$ cat src/rtl/csr_issue.sv
// csr_issue: executes one decoded Zicsr instruction at a time against an
// external CSR array. Sequence is IDLE -> READ -> [WRITE] -> RESP, and a new
// instruction is taken only in IDLE. The read-modify-write is split so that
// the CSR array sees a plain combinational read followed by one full-word
// write strobe. All outputs toward the pipeline and the CSR array are flops.
module csr_issue #(
  parameter int REG_WIDTH = 64,
  parameter int CSR       = 12
) (
  input  logic                 clk,
  input  logic                 reset,
  input  logic                 in_valid,
  output logic                 in_ready,
  input  logic [2:0]           in_funct3,
  input  logic [CSR-1:0]       in_csr_addr,
  input  logic [4:0]           in_rs1_idx,
  input  logic [REG_WIDTH-1:0] in_rs1_val,
  input  logic [4:0]           in_rd,
  output logic [CSR-1:0]       csr_addr,
  input  logic [REG_WIDTH-1:0] csr_rdata,
  output logic                 csr_we,
  output logic [REG_WIDTH-1:0] csr_wdata,
  output logic                 out_valid,
  input  logic                 out_ready,
  output logic [4:0]           out_rd,
  output logic [REG_WIDTH-1:0] out_data,
  output logic                 out_wb_en,
  output logic                 out_illegal
);

  typedef enum logic [1:0] {IDLE, READ, WRITE, RESP} state_t;

  state_t                 state_q, state_d;
  logic [2:0]             funct3_q, funct3_d;
  logic [CSR-1:0]         addr_q, addr_d;
  logic [4:0]             rs1_idx_q, rs1_idx_d;
  logic [REG_WIDTH-1:0]   rs1_val_q, rs1_val_d;
  logic [4:0]             rd_q, rd_d;
  logic [REG_WIDTH-1:0]   wdata_q, wdata_d;
  logic                   we_q, we_d;
  logic                   in_ready_q, in_ready_d;
  logic                   out_valid_q, out_valid_d;
  logic [4:0]             out_rd_q, out_rd_d;
  logic [REG_WIDTH-1:0]   out_data_q, out_data_d;
  logic                   out_wb_en_q, out_wb_en_d;
  logic                   out_illegal_q, out_illegal_d;

  logic [REG_WIDTH-1:0]   operand;
  logic [REG_WIDTH-1:0]   new_val;
  logic                   bad_op, intent, read_only, illegal, need_write;

  // Decode of the latched instruction; only consumed while in READ.
  always_comb begin
    operand    = funct3_q[2] ? REG_WIDTH'(rs1_idx_q) : rs1_val_q;
    // Set/clear with x0 (or zimm 0) is a pure read; a nonzero index still
    // writes even when the register value happens to be zero.
    bad_op     = (funct3_q[1:0] == 2'b00);
    intent     = (funct3_q[1:0] == 2'b01) || (rs1_idx_q != 5'd0);
    read_only  = (addr_q[CSR-1 -: 2] == 2'b11);
    illegal    = bad_op || (intent && read_only);
    need_write = intent && !illegal;
    case (funct3_q[1:0])
      2'b10:   new_val = csr_rdata | operand;
      2'b11:   new_val = csr_rdata & ~operand;
      default: new_val = operand;
    endcase
  end

  // Next-state and next-output computation.
  always_comb begin
    state_d       = state_q;
    funct3_d      = funct3_q;
    addr_d        = addr_q;
    rs1_idx_d     = rs1_idx_q;
    rs1_val_d     = rs1_val_q;
    rd_d          = rd_q;
    wdata_d       = wdata_q;
    out_rd_d      = out_rd_q;
    out_data_d    = out_data_q;
    out_wb_en_d   = out_wb_en_q;
    out_illegal_d = out_illegal_q;
    case (state_q)
      IDLE: begin
        if (in_valid && in_ready_q) begin
          funct3_d  = in_funct3;
          addr_d    = in_csr_addr;
          rs1_idx_d = in_rs1_idx;
          rs1_val_d = in_rs1_val;
          rd_d      = in_rd;
          state_d   = READ;
        end
      end
      READ: begin
        // Response fields are frozen here so they stay stable through RESP.
        wdata_d       = new_val;
        out_rd_d      = rd_q;
        out_data_d    = illegal ? '0 : csr_rdata;
        out_wb_en_d   = !illegal && (rd_q != 5'd0);
        out_illegal_d = illegal;
        state_d       = need_write ? WRITE : RESP;
      end
      WRITE: state_d = RESP;
      RESP: begin
        if (out_ready) state_d = IDLE;
      end
      default: state_d = IDLE;
    endcase
    we_d        = (state_d == WRITE);
    out_valid_d = (state_d == RESP);
    in_ready_d  = (state_d == IDLE);
  end

  // State and registered outputs; reset also kills any in-flight write.
  always_ff @(posedge clk or posedge reset) begin
    if (reset) begin
      state_q       <= IDLE;
      funct3_q      <= '0;
      addr_q        <= '0;
      rs1_idx_q     <= '0;
      rs1_val_q     <= '0;
      rd_q          <= '0;
      wdata_q       <= '0;
      we_q          <= 1'b0;
      in_ready_q    <= 1'b0;
      out_valid_q   <= 1'b0;
      out_rd_q      <= '0;
      out_data_q    <= '0;
      out_wb_en_q   <= 1'b0;
      out_illegal_q <= 1'b0;
    end else begin
      state_q       <= state_d;
      funct3_q      <= funct3_d;
      addr_q        <= addr_d;
      rs1_idx_q     <= rs1_idx_d;
      rs1_val_q     <= rs1_val_d;
      rd_q          <= rd_d;
      wdata_q       <= wdata_d;
      we_q          <= we_d;
      in_ready_q    <= in_ready_d;
      out_valid_q   <= out_valid_d;
      out_rd_q      <= out_rd_d;
      out_data_q    <= out_data_d;
      out_wb_en_q   <= out_wb_en_d;
      out_illegal_q <= out_illegal_d;
    end
  end

  assign in_ready    = in_ready_q;
  assign csr_addr    = addr_q;
  assign csr_we      = we_q;
  assign csr_wdata   = wdata_q;
  assign out_valid   = out_valid_q;
  assign out_rd      = out_rd_q;
  assign out_data    = out_data_q;
  assign out_wb_en   = out_wb_en_q;
  assign out_illegal = out_illegal_q;

endmodule
$ cat config.mk
export PLATFORM = sky130hd
export DESIGN_NAME = csr_issue
export DESIGN_NICKNAME = d
export VERILOG_FILES = /design/src/rtl/csr_issue.sv
export SDC_FILE = /design/constraint.sdc
export NUM_CORES = 1
export LEC_CHECK = 0
export CORE_ASPECT_RATIO = 0.75
export CORE_MARGIN = 2
export CORE_UTILIZATION = 30
export CTS_CLUSTER_DIAMETER = 80
export DETAILED_ROUTE_END_ITERATION = 16
export PLACE_DENSITY_LB_ADDON = 0.15
export SETUP_SLACK_MARGIN = 0.2
export SLEW_MARGIN = 20
export SYNTH_ARGS = -nofsm -noshare
export SYNTH_HDL_FRONTEND = slang
export SYNTH_SLANG_ARGS = --single-unit
$ cat constraint.sdc
create_clock -name clk -period 15.1 [get_ports clk]
set_input_delay 3.02 -clock clk [delete_from_list [all_inputs] [get_ports clk]]
set_output_delay 3.02 -clock clk [all_outputs]
set_load 0.01 [all_outputs]
Word level (Yosys, flattened, before mapping). Cells that the tools add are included.

Output and inout port bits: 150. Logic and storage cells: 46. Bits in registers: 229. Input bits: 157.

Reductions and logical operators: 13. Multiplexer cells: 7. Equality and inequality tests: 9. Bitwise logic cells: 3.

Operators by type and width (number): 2-to-1 mux 64 bit (2); one-hot mux 64 bit (2 select lines) (1); AND 64 bit (1); NOT 64 bit (1); bitwise OR 64 bit (1); equality test 2 bit, second input constant (7); nonzero test 5 bit (2); one-hot mux 2 bit (4 select lines) (1); logical NOT 2 bit (3); equality test 2 x 1 -> 1 bit, second input constant (2); logical AND 1 bit (4); 2-to-1 mux 2 bit (2); logical OR 1 bit (2); AND reduction 2 bit (1); logical NOT 1 bit (1); 2-to-1 mux 1 bit (1).

Longest topological paths before layout. Gate-level depths: netlist of the first run.

Depth in word-level cells: 9. Gate-level depth with buffers: 6. Gate-level depth less buffers: 3.

Least setup slack after synthesis of the first run. OpenSTA, ideal clock, no wires.

Path kind: input to register. From: in in_valid. To: reg addr_q[0], in the netlist csr_addr[0]. Cell stages on the path: 4. Setup time: 125 ps. Required time: 14975 ps. Arrival: 3838 ps. Path buffers: 2. Path slack: 11137 ps. Path through: and4bb_1 > buf_6 > buf_6 > mux2_4.

Longest elaborated chain between the ends: 2.

Ends and longest elaborated chain: start: declaration (RTL line 12) `input logic in_valid,`; logical AND 1 bit (RTL line 84) `if (in_valid && in_ready_q) begin`; AND reduction 2 bit (no source line); end signal: assignment (RTL line 133) `addr_q <= addr_d;`; end: declaration (RTL line 35) `logic [CSR-1:0] addr_q, addr_d;`.

Every way passes these cells. A chain may end at the register's enable or synchronous reset.

Worst setup path in the final report of the first run.
From: in in_valid. To: reg funct3_q[1].

Longest elaborated chain between the ends: 2.

Ends and longest elaborated chain: logical AND 1 bit (RTL line 84); AND reduction 2 bit (no source line); end signal: assignment (RTL line 132) `funct3_q <= funct3_d;`; end: declaration (RTL line 34) `logic [2:0] funct3_q, funct3_d;`.

Every way passes these cells.

==> reports/results.ini, run 1 <==
[pwr]
power_density_mw_per_mm2 = 215
ir_worst_vdd_uv = 87.8
p_leak_nw = 6.08
power_mw = 3.12

[timing]
rsz0062_at_grt = false
fin_crit_ps = 5240
slew_headroom_pct = 32.4
timing.final.hold_violations = 0
finalMaxSlewViolations = 0
tns_ps = 0
setup_violations = 0
max_freq_mhz = 191
fin_worst_skew_ps = 17.2
worst_pin_slew_ps = 1010
final.period_utilization_pct = 34.7

[route]
via_per_inst = 4.74
drtAntennaViolNets = 0
post-route-drc-count = 0
drtPass1Iterations = 6
via_count = 7343
drt_iter0_markers = 375
wirelength_um = 30300
detail_route.wl_per_cell_um = 19.6

[outcome]
status = finished clean

[clock_network]
cts_resized = 0
clk_pin_slew_ps = 60
htree_levels = 1
clock_sinks = 229
cts_setup_buffers = 0
numCtsBuffers = 26
clk_path_buf_depth = 3
ctsHoldBuffers = 0
cts_root_buf = clkbuf_16
clk-insertion-delay-late_ps = 540
tritoncts = done

[hold_path]
hp-class = reg2reg

[logic_synthesis]
synthCells = 801
yosysWarnings = 0
synth_seq_area_share_pct = 55.6
synth_seq_cells = 229
syn-num-nets = 958
syn_area_mm2 = 0.0103
postSynthAreaPerCell_um2 = 12.9
ys_types = 26

[finish]
seq_area_mm2 = 0.00573
nets = 1235
nFillCells = 3257
diodes = 0
multi_input_area_mm2 = 0.00415
drive_gt1_share_pct = 19.0
synthToLayoutAreaGrowth_pct = 40.4

[floorplan]
die_y_um = 165
die_area_mm2 = 0.0359
rows = 58
dieWidth_um = 218
core_mm2 = 0.0337
start_util_pct = 30.6
num_io_pins = 307

[critical_path]
arrival_ps = 5660
required_ps = 15520
cp_max_fo = 50
critPathKind = in2reg
critPathLaunchType = input pin
cp-end-kind = flip-flop

[global_routing]
grt_pass1_wl_um = 46300
grtUsageTotal_pct = 16.6
antenna_found_initial = 0
grt_max_degree = 108
grt_overflow_total = 0
grt_pass1_vias = 7632

[placement]
io_buffers = 306
routabilityCongestion = 0.709
hpwl_um = 19400

[job]
maxCapViolCount = 0

placed cells by master (no fill, tap or decap), types with 2 or more instances in the layout:
cell type,Yosys,layout
dfrtp_1,229,227
dfrtp_2,0,2
mux2i_1,5,5
nor2_1,4,4
nor3_1,2,2
a32o_1,65,65
clkbuf_8,0,9
nand2_1,132,132
nand2b_1,60,60
clkinv_2,0,4
mux2_1,10,10
o21ai_1,66,66
clkbuf_16,0,27
clkdlybuf4s50_1,0,306
buf_4,2,10
mux2_4,88,88
clkbuf_1,24,6
mux2_2,61,61
final timing paths:
kind / from / end / slack [ps] / cells past startpoint
max reg2reg: state_q[1]$_DFF_PP0_ / funct3_q[1]$_DFFE_PP0P_ / 12210 / 4
max in group asynchronous: reset / rs1_val_q[48]$_DFFE_PP0P_ / 10710 / 3
min: csr_wdata[29]$_DFFE_PP0P_ / csr_wdata[29]$_DFFE_PP0P_ / 480 / 2
max: in_valid / funct3_q[1]$_DFFE_PP0P_ / 9860 / 5
min reg2reg: csr_wdata[29]$_DFFE_PP0P_ / csr_wdata[29]$_DFFE_PP0P_ / 480 / 2
min in group asynchronous: reset / out_data[21]$_DFFE_PP0P_ / 3040 / 2
synth_stat cells:
cell type / count / area [um^2]
nand2b_1: 60 / 375
a31o_2: 1 / 8.76
o2bb2ai_1: 1 / 8.76
buf_4: 2 / 15.0
buf_6: 21 / 236
nor2b_1: 1 / 6.26
a31oi_1: 1 / 6.26
a32o_1: 65 / 651
o21ai_1: 66 / 330
nor2_2: 1 / 6.26
mux2i_1: 5 / 50.1
nand2b_4: 1 / 13.8
buf_2: 20 / 100
mux2_2: 61 / 687
and2_1: 1 / 6.26
nor2_1: 4 / 15.0
nor3_1: 2 / 10.0
clkbuf_1: 24 / 90.1
a22oi_1: 1 / 7.51
dfrtp_1: 229 / 5730
mux2_4: 88 / 1320
and4bb_1: 1 / 12.5
inv_1: 2 / 7.51
a21oi_1: 1 / 5.00
mux2_1: 10 / 113
nand2_1: 132 / 495
registers in the layout, summed over array words and instances (netlist names):
name,count
out_illegal,1
rd_q,5
csr_addr,12
out_rd,5
rs1_val_q,64
csr_we,1
csr_wdata,64
state_q,2
out_wb_en,1
rs1_idx_q,5
out_valid,1
funct3_q,3
in_ready,1
out_data,64
stage by stage:
step                      util (%)  cells  setup slack (ps)  hold WS [ps]  cell area (um^2)
after floorplan                  -    801              5800           481             10300
after global placement        40.4   1500              9260           466             13600
after detailed placement      40.4   1500              9260           475             13600
after CTS                     43.0   1548              9830           489             14500
after global routing          43.0   1548              9740           501             14500
final                         43.0   1548              9860           480             14500
routing by layer:
layer | vias to the layer above | part of all wire, % | GRT usage (%)
met5 | - | 0 | 0
met4 | 0 | 1.4 | 2.84
met2 | 214 | 43 | 24.9
met1 | 3711 | 49 | 24.1
met3 | 33 | 6.7 | 4.77
li1 | 3385 | - | -
area by class of cell:
type	count	area share (%)
Sequential cell	229	39.6
Multi-Input combinational cell	503	28.6
Timing Repair Buffer	316	21.7
Clock buffer	42	5.68
Tap cell	450	3.89
Clock inverter	6	0.406
Inverter	2	0.104
cell families after synthesis:
logic type | share of synthesized area (%)
buffers and inverters | 4.36
AO/OA/AOI/OAI | 9.87
multiplexers | 21.1
AND/OR/NAND/NOR | 9.13
flip-flops | 55.6
critical path, cell delays in order:
cell             delay (ps)
clkdlybuf4s50_1         460
and4bb_4                220
buf_4                   740
buf_4                   770
mux2_1                  380
where the power goes:
group | total (mW) | internal (mW) | switching [mW]
clock network | 0.651 | 0.388 | 0.263
logic | 1.37 | 0.794 | 0.579
registers | 1.09 | 0.904 | 0.189
total | 3.12 | 2.09 | 1.03
(Power assumes the default switching activity.)
==> run 2: changes to the inputs <==
clock period = 4.8 ns   (was 15.1 ns; I/O delays follow)
==> reports/results.ini, run 2 (synthesis gave the netlist of run 1 again) <==
[pwr]
ir_worst_vdd_uv = 262  ; +200%
p_seq_share_pct = 35.5  ; +0.4 points
power_density_mw_per_mm2 = 670  ; +210%
switchingPower_mw = 3.20  ; +210%
swShare_pct = 33.0  ; -0.077 points
clkPwrFrac_pct = 20.0  ; -0.9 points
p_leak_nw = 6.06  ; -0.36%
p_comb_share_pct = 44.5  ; +0.5 points
power.internal_mw = 6.49  ; +210%

[finish]
stdcell_count = 1551  ; +0.19%
synthToLayoutAreaGrowth_pct = 40.3  ; about the same
final_common_cell = clkdlybuf4s50_1
drive_gt1_share_pct = 18.5  ; -0.49 points
nets = 1237  ; +0.16%
layout_common_cells = clkdlybuf4s50_1 (306), dfrtp_1 (227), nand2_1 (132)

[critical_path]
required_ps = 3840  ; -11680 ps
critPathKind = reg2out
arrival_ps = 1520  ; -4140 ps
crit_chain = clkdlybuf4s50_1
cp-end-kind = output port
cp_max_fo = 2  ; -96%
max_stage_delay_ps = 640  ; -130 ps
critPathLaunchType = flip-flop
critical-path-top-delay-family = buffers and inverters
slowest_stage = clkdlybuf4s50_1
critPathBufInv = 1  ; -2

[clock_network]
htree_levels = 1  ; unchanged
clk_path_buf_depth = 3  ; unchanged
clk_pin_slew_ps = 60  ; about the same
numCtsBuffers = 26  ; unchanged
cts_resized = 0  ; unchanged
clock_sinks = 229  ; unchanged
ctsHoldBuffers = 0  ; unchanged
clk-insertion-delay-late_ps = 540  ; about the same
tritoncts = done
cts_setup_buffers = 0  ; unchanged
cts_root_buf = clkbuf_16

[floorplan]
num_io_pins = 307  ; unchanged
die_area_mm2 = 0.0359  ; unchanged
core_mm2 = 0.0337  ; unchanged
start_util_pct = 30.6  ; unchanged
die_y_um = 165  ; unchanged
dieWidth_um = 218  ; unchanged
rows = 58  ; unchanged

[route]
wirelength_um = 29900  ; -1.4%
drtPass1Iterations = 4  ; -2
via_count = 7286  ; -0.78%
post-route-drc-count = 0  ; unchanged
detail_route.wl_per_cell_um = 19.3  ; -1.6%
drt_iter0_markers = 404  ; +7.7%
drtAntennaViolNets = 0  ; unchanged
via_per_inst = 4.70  ; -0.97%

[timing]
slew_headroom_pct = 35.7  ; +3.3 points
tns_ps = 0  ; unchanged
fin_crit_ps = 2480
final.period_utilization_pct = 51.7
fin_worst_skew_ps = 11.1  ; -6.16 ps
worst_pin_slew_ps = 964  ; -49.1 ps
rsz0062_at_grt = false
max_freq_mhz = 403
finalMaxSlewViolations = 0  ; unchanged
setup_ws_ps = 2320  ; -7540 ps
timing.final.hold_violations = 0  ; unchanged
setup_violations = 0  ; unchanged

[global_routing]
grt_pass1_vias = 7560  ; -0.94%
grt_max_degree = 123  ; +14%
grtUsageTotal_pct = 16.5  ; -0.18 points
grt_overflow_total = 0  ; unchanged
grt_pass1_wl_um = 45800  ; -1.2%
antenna_found_initial = 1  ; +1

[outcome]
status = finished clean

[placement]
routabilityCongestion = 0.710  ; +0.16%
dp_slack_ps = 1770  ; -7490 ps
dp_cells = 1502  ; +0.13%
io_buffers = 306  ; unchanged
hpwl_um = 19200  ; -1.1%

[job]
maxCapViolCount = 0  ; unchanged

[hold_path]
hp-class = reg2reg

-- run 2: power groups by stage --
stage | Combinational, mW | Clock (mW) | Sequential [mW]
detailed placement | 4.39 | 0 | 3.46
CTS | 4.40 | 2.00 | 3.45
finish | 4.31 | 1.93 | 3.44
global placement | 4.33 | 0 | 3.47
global route | 4.69 | 2.09 | 3.57
floorplan | 2.43 | 0 | 3.57
-- run 2: per-layer routing --
layer,global-route usage (%),vias up,part of all wire (%)
met5,0,-,0
met4,2.75,0,1.2
met3,4.77,28,7.2
met2,23.5,229,42
met1,24.8,3642,49
li1,-,3387,-
-- run 2: final cells by class --
class	instances	area [um^2]
Tap cell	450	563
Antenna cell	1	2.50
Timing Repair Buffer	318	3190
Clock buffer	43	766
Inverter	2	11.3
Clock inverter	5	50.0
Multi-Input combinational cell	503	4150
Fill cell	3223	19200
Sequential cell	229	5730
-- run 2: path summary, 6_finish.rpt --
path / start / to / slack (ps) / cells after the start
worst min register to register: csr_wdata[3]$_DFFE_PP0P_ / csr_wdata[3]$_DFFE_PP0P_ / 480 / 2
max in group asynchronous: reset / funct3_q[1]$_DFFE_PP0P_ / 3170 / 3
min in group asynchronous: reset / out_data[6]$_DFFE_PP0P_ / 710 / 2
worst max-delay path: csr_wdata[57]$_DFFE_PP0P_ / csr_wdata[57] / 2320 / 1
worst min-delay path: csr_wdata[3]$_DFFE_PP0P_ / csr_wdata[3]$_DFFE_PP0P_ / 480 / 2
worst max register to register: state_q[1]$_DFF_PP0_ / out_data[1]$_DFFE_PP0P_ / 2390 / 4
-- run 2: stage by stage --
| stage | util [%] | area (um^2) | total power [mW] | hold slack, ps |
|---|---|---|---|---|
| floorplan | - | 10300 | 6.00 | 481 |
| global placement | 40.5 | 13600 | 7.80 | 465 |
| detailed placement | 40.5 | 13600 | 7.85 | 474 |
| CTS | 42.9 | 14500 | 9.85 | 487 |
| global route | 43.0 | 14500 | 10.3 | 503 |
| finish | 43.0 | 14500 | 9.68 | 481 |
==> run 3: changes to the inputs <==
clock period = 2.05 ns   (was 4.8 ns; I/O delays follow)
==> reports/results.ini, run 3 (synthesis gave the netlist of run 1 again) <==
[floorplan]
num_io_pins = 307  ; unchanged
dieWidth_um = 218  ; unchanged
start_util_pct = 30.6  ; unchanged
core_mm2 = 0.0337  ; unchanged
rows = 58  ; unchanged
die_area_mm2 = 0.0359  ; unchanged
die_y_um = 165  ; unchanged

[finish]
final_area_mm2 = 0.0149  ; +2.7%
drive_gt1_share_pct = 21.1  ; +2.6 points
synthToLayoutAreaGrowth_pct = 44.1
diodes = 0  ; -1
layout_common_cells = dfrtp_1 (227), clkdlybuf4s50_1 (156), nand2_1 (132)
nets = 1263  ; +2.1%
final_common_cell = dfrtp_1
stdcell_count = 1572  ; +1.4%

[critical_path]
cp_max_fo = 33  ; +31
max_stage_delay_ps = 590  ; -50 ps
arrival_ps = 2180  ; +660 ps
critPathLaunchType = flip-flop
cp-end-kind = flip-flop
critPathKind = reg2reg
slowest_stage = a31o_4
crit_chain = nor2_1, a31o_4, a32o_1
required_ps = 2510  ; -1330 ps

[outcome]
status = finished clean

[timing]
finalMaxSlewViolations = 0  ; unchanged
setup_violations = 0  ; unchanged
fin_crit_ps = 1720
worst_pin_slew_ps = 600  ; -365 ps
fin_worst_skew_ps = 13.8  ; +2.75 ps
setup_ws_ps = 332  ; -1990 ps
final.period_utilization_pct = 83.8
fin_hold_ws_ps = 296  ; -185 ps
slew_headroom_pct = 60.0  ; +24 points
max_freq_mhz = 582
timing.final.hold_violations = 0  ; unchanged
rsz0062_at_grt = false

[route]
wl_met2_um = 13100  ; +4.0%
dr.max_layer_used = met4
post-route-drc-count = 0  ; unchanged
detail_route.wl_per_cell_um = 19.5  ; +0.98%
drtAntennaViolNets = 0  ; unchanged
via_count = 7356  ; +0.96%
wl_met1_um = 14800  ; +0.47%
via_per_inst = 4.68  ; -0.39%
drtPass1Iterations = 4  ; unchanged
drt_iter0_markers = 424  ; +5.0%
met3_length_um = 2130  ; -1.7%
wirelength_um = 30600  ; +2.3%

[pwr]
p_leak_nw = 7.18  ; +19%
ir_worst_vdd_uv = 779  ; +200%
power_density_mw_per_mm2 = 1520  ; +130%
power_mw = 22.6  ; +130%

[placement]
dp_cells = 1527  ; +1.7%
routabilityCongestion = 0.729  ; +2.6%
dpl_cell_area_mm2 = 0.0140  ; +2.6%
io_buffers = 306  ; unchanged
dp_slack_ps = 36.1  ; -1730 ps
hpwl_um = 20100  ; +4.8%

[clock_network]
numCtsBuffers = 25  ; -3.8%
tritoncts = done
clk_pin_slew_ps = 60  ; about the same
clock_sinks = 229  ; unchanged
clk_path_buf_depth = 3  ; unchanged
htree_levels = 1  ; unchanged
clk-insertion-delay-late_ps = 530  ; about the same
ctsHoldBuffers = 0  ; unchanged
cts_root_buf = clkbuf_16

[global_routing]
grt_max_degree = 91  ; -26%
grtUsageTotal_pct = 16.8  ; +0.28 points
antenna_found_initial = 0  ; -1
grt_pass1_vias = 7689  ; +1.7%
grt_overflow_total = 0  ; unchanged
grt_pass1_wl_um = 46200  ; +0.93%

[job]
maxCapViolCount = 0  ; unchanged

[hold_path]
hp-class = in2async

-- run 3: cell types whose count changed in the layout (fill, tap and decap cells not counted), moves of 2 or more --
cell and change:
buf_12 +13, buf_4 +13, bufinv_16 +3, clkbuf_1 -11
clkbuf_16 -2, clkbuf_8 +5, clkdlybuf4s50_1 -150, dlygate4sd2_1 +113
dlymetal6s2s_1 +37
-- run 3: final timing paths --
| kind | start | slack [ps] | to | cells past startpoint |
|---|---|---|---|---|
| worst max-delay path | rs1_idx_q[4]$_DFFE_PP0P_ | 330 | out_data[35]$_DFFE_PP0P_ | 3 |
| worst min-delay path | reset | 300 | csr_addr[6]$_DFFE_PP0P_ | 3 |
| worst max register to register | rs1_idx_q[4]$_DFFE_PP0P_ | 330 | out_data[35]$_DFFE_PP0P_ | 3 |
| worst min register to register | out_data[10]$_DFFE_PP0P_ | 480 | out_data[10]$_DFFE_PP0P_ | 1 |
| max in group asynchronous | reset | 1240 | csr_wdata[54]$_DFFE_PP0P_ | 4 |
| min in group clk | out_data[10]$_DFFE_PP0P_ | 480 | out_data[10]$_DFFE_PP0P_ | 1 |
-- run 3: stage by stage --
step | TNS [ps] | utilization [%]
floorplan | -310060 | -
global placement | 0 | 41.6
detailed placement | 0 | 41.6
CTS | 0 | 43.8
global route | 0 | 44.1
finish | 0 | 44.1
-- run 3: cell type report --
cell class	instances	area, um^2
clock buffers	35	743
clock inverters	8	140
fillers	3193	18800
inverters	2	11.3
multi-input cells	504	4170
flip-flops and latches	229	5740
well taps	450	563
repair buffers	344	3500
-- run 3: where the power goes --
| group | switching (mW) | internal, mW |
|---|---|---|
| combinational | 4.40 | 5.36 |
| sequential | 1.29 | 6.67 |
| clock | 1.85 | 3.01 |
| total | 7.54 | 15.0 |
-- run 3: layer usage --
metal / up-vias / track usage, %
li1: 3455 / -
met1: 3642 / 24.1
met2: 220 / 25.3
met3: 39 / 4.53
met4: 0 / 3.25
met5: - / 0
-- run 3: worst max-delay path, delay by kind of cell (launching register included) --
family	cells	cell delay, ps
compound gates	2	840
simple gates	1	350
flops	1	410
-- run 3: timing repair --
action,in CTS,in global routing
pin swaps,0,0
endpoints found under the setup margin,179,42
resized for setup,114,38
buffers inserted,1,0
cloned,1,0
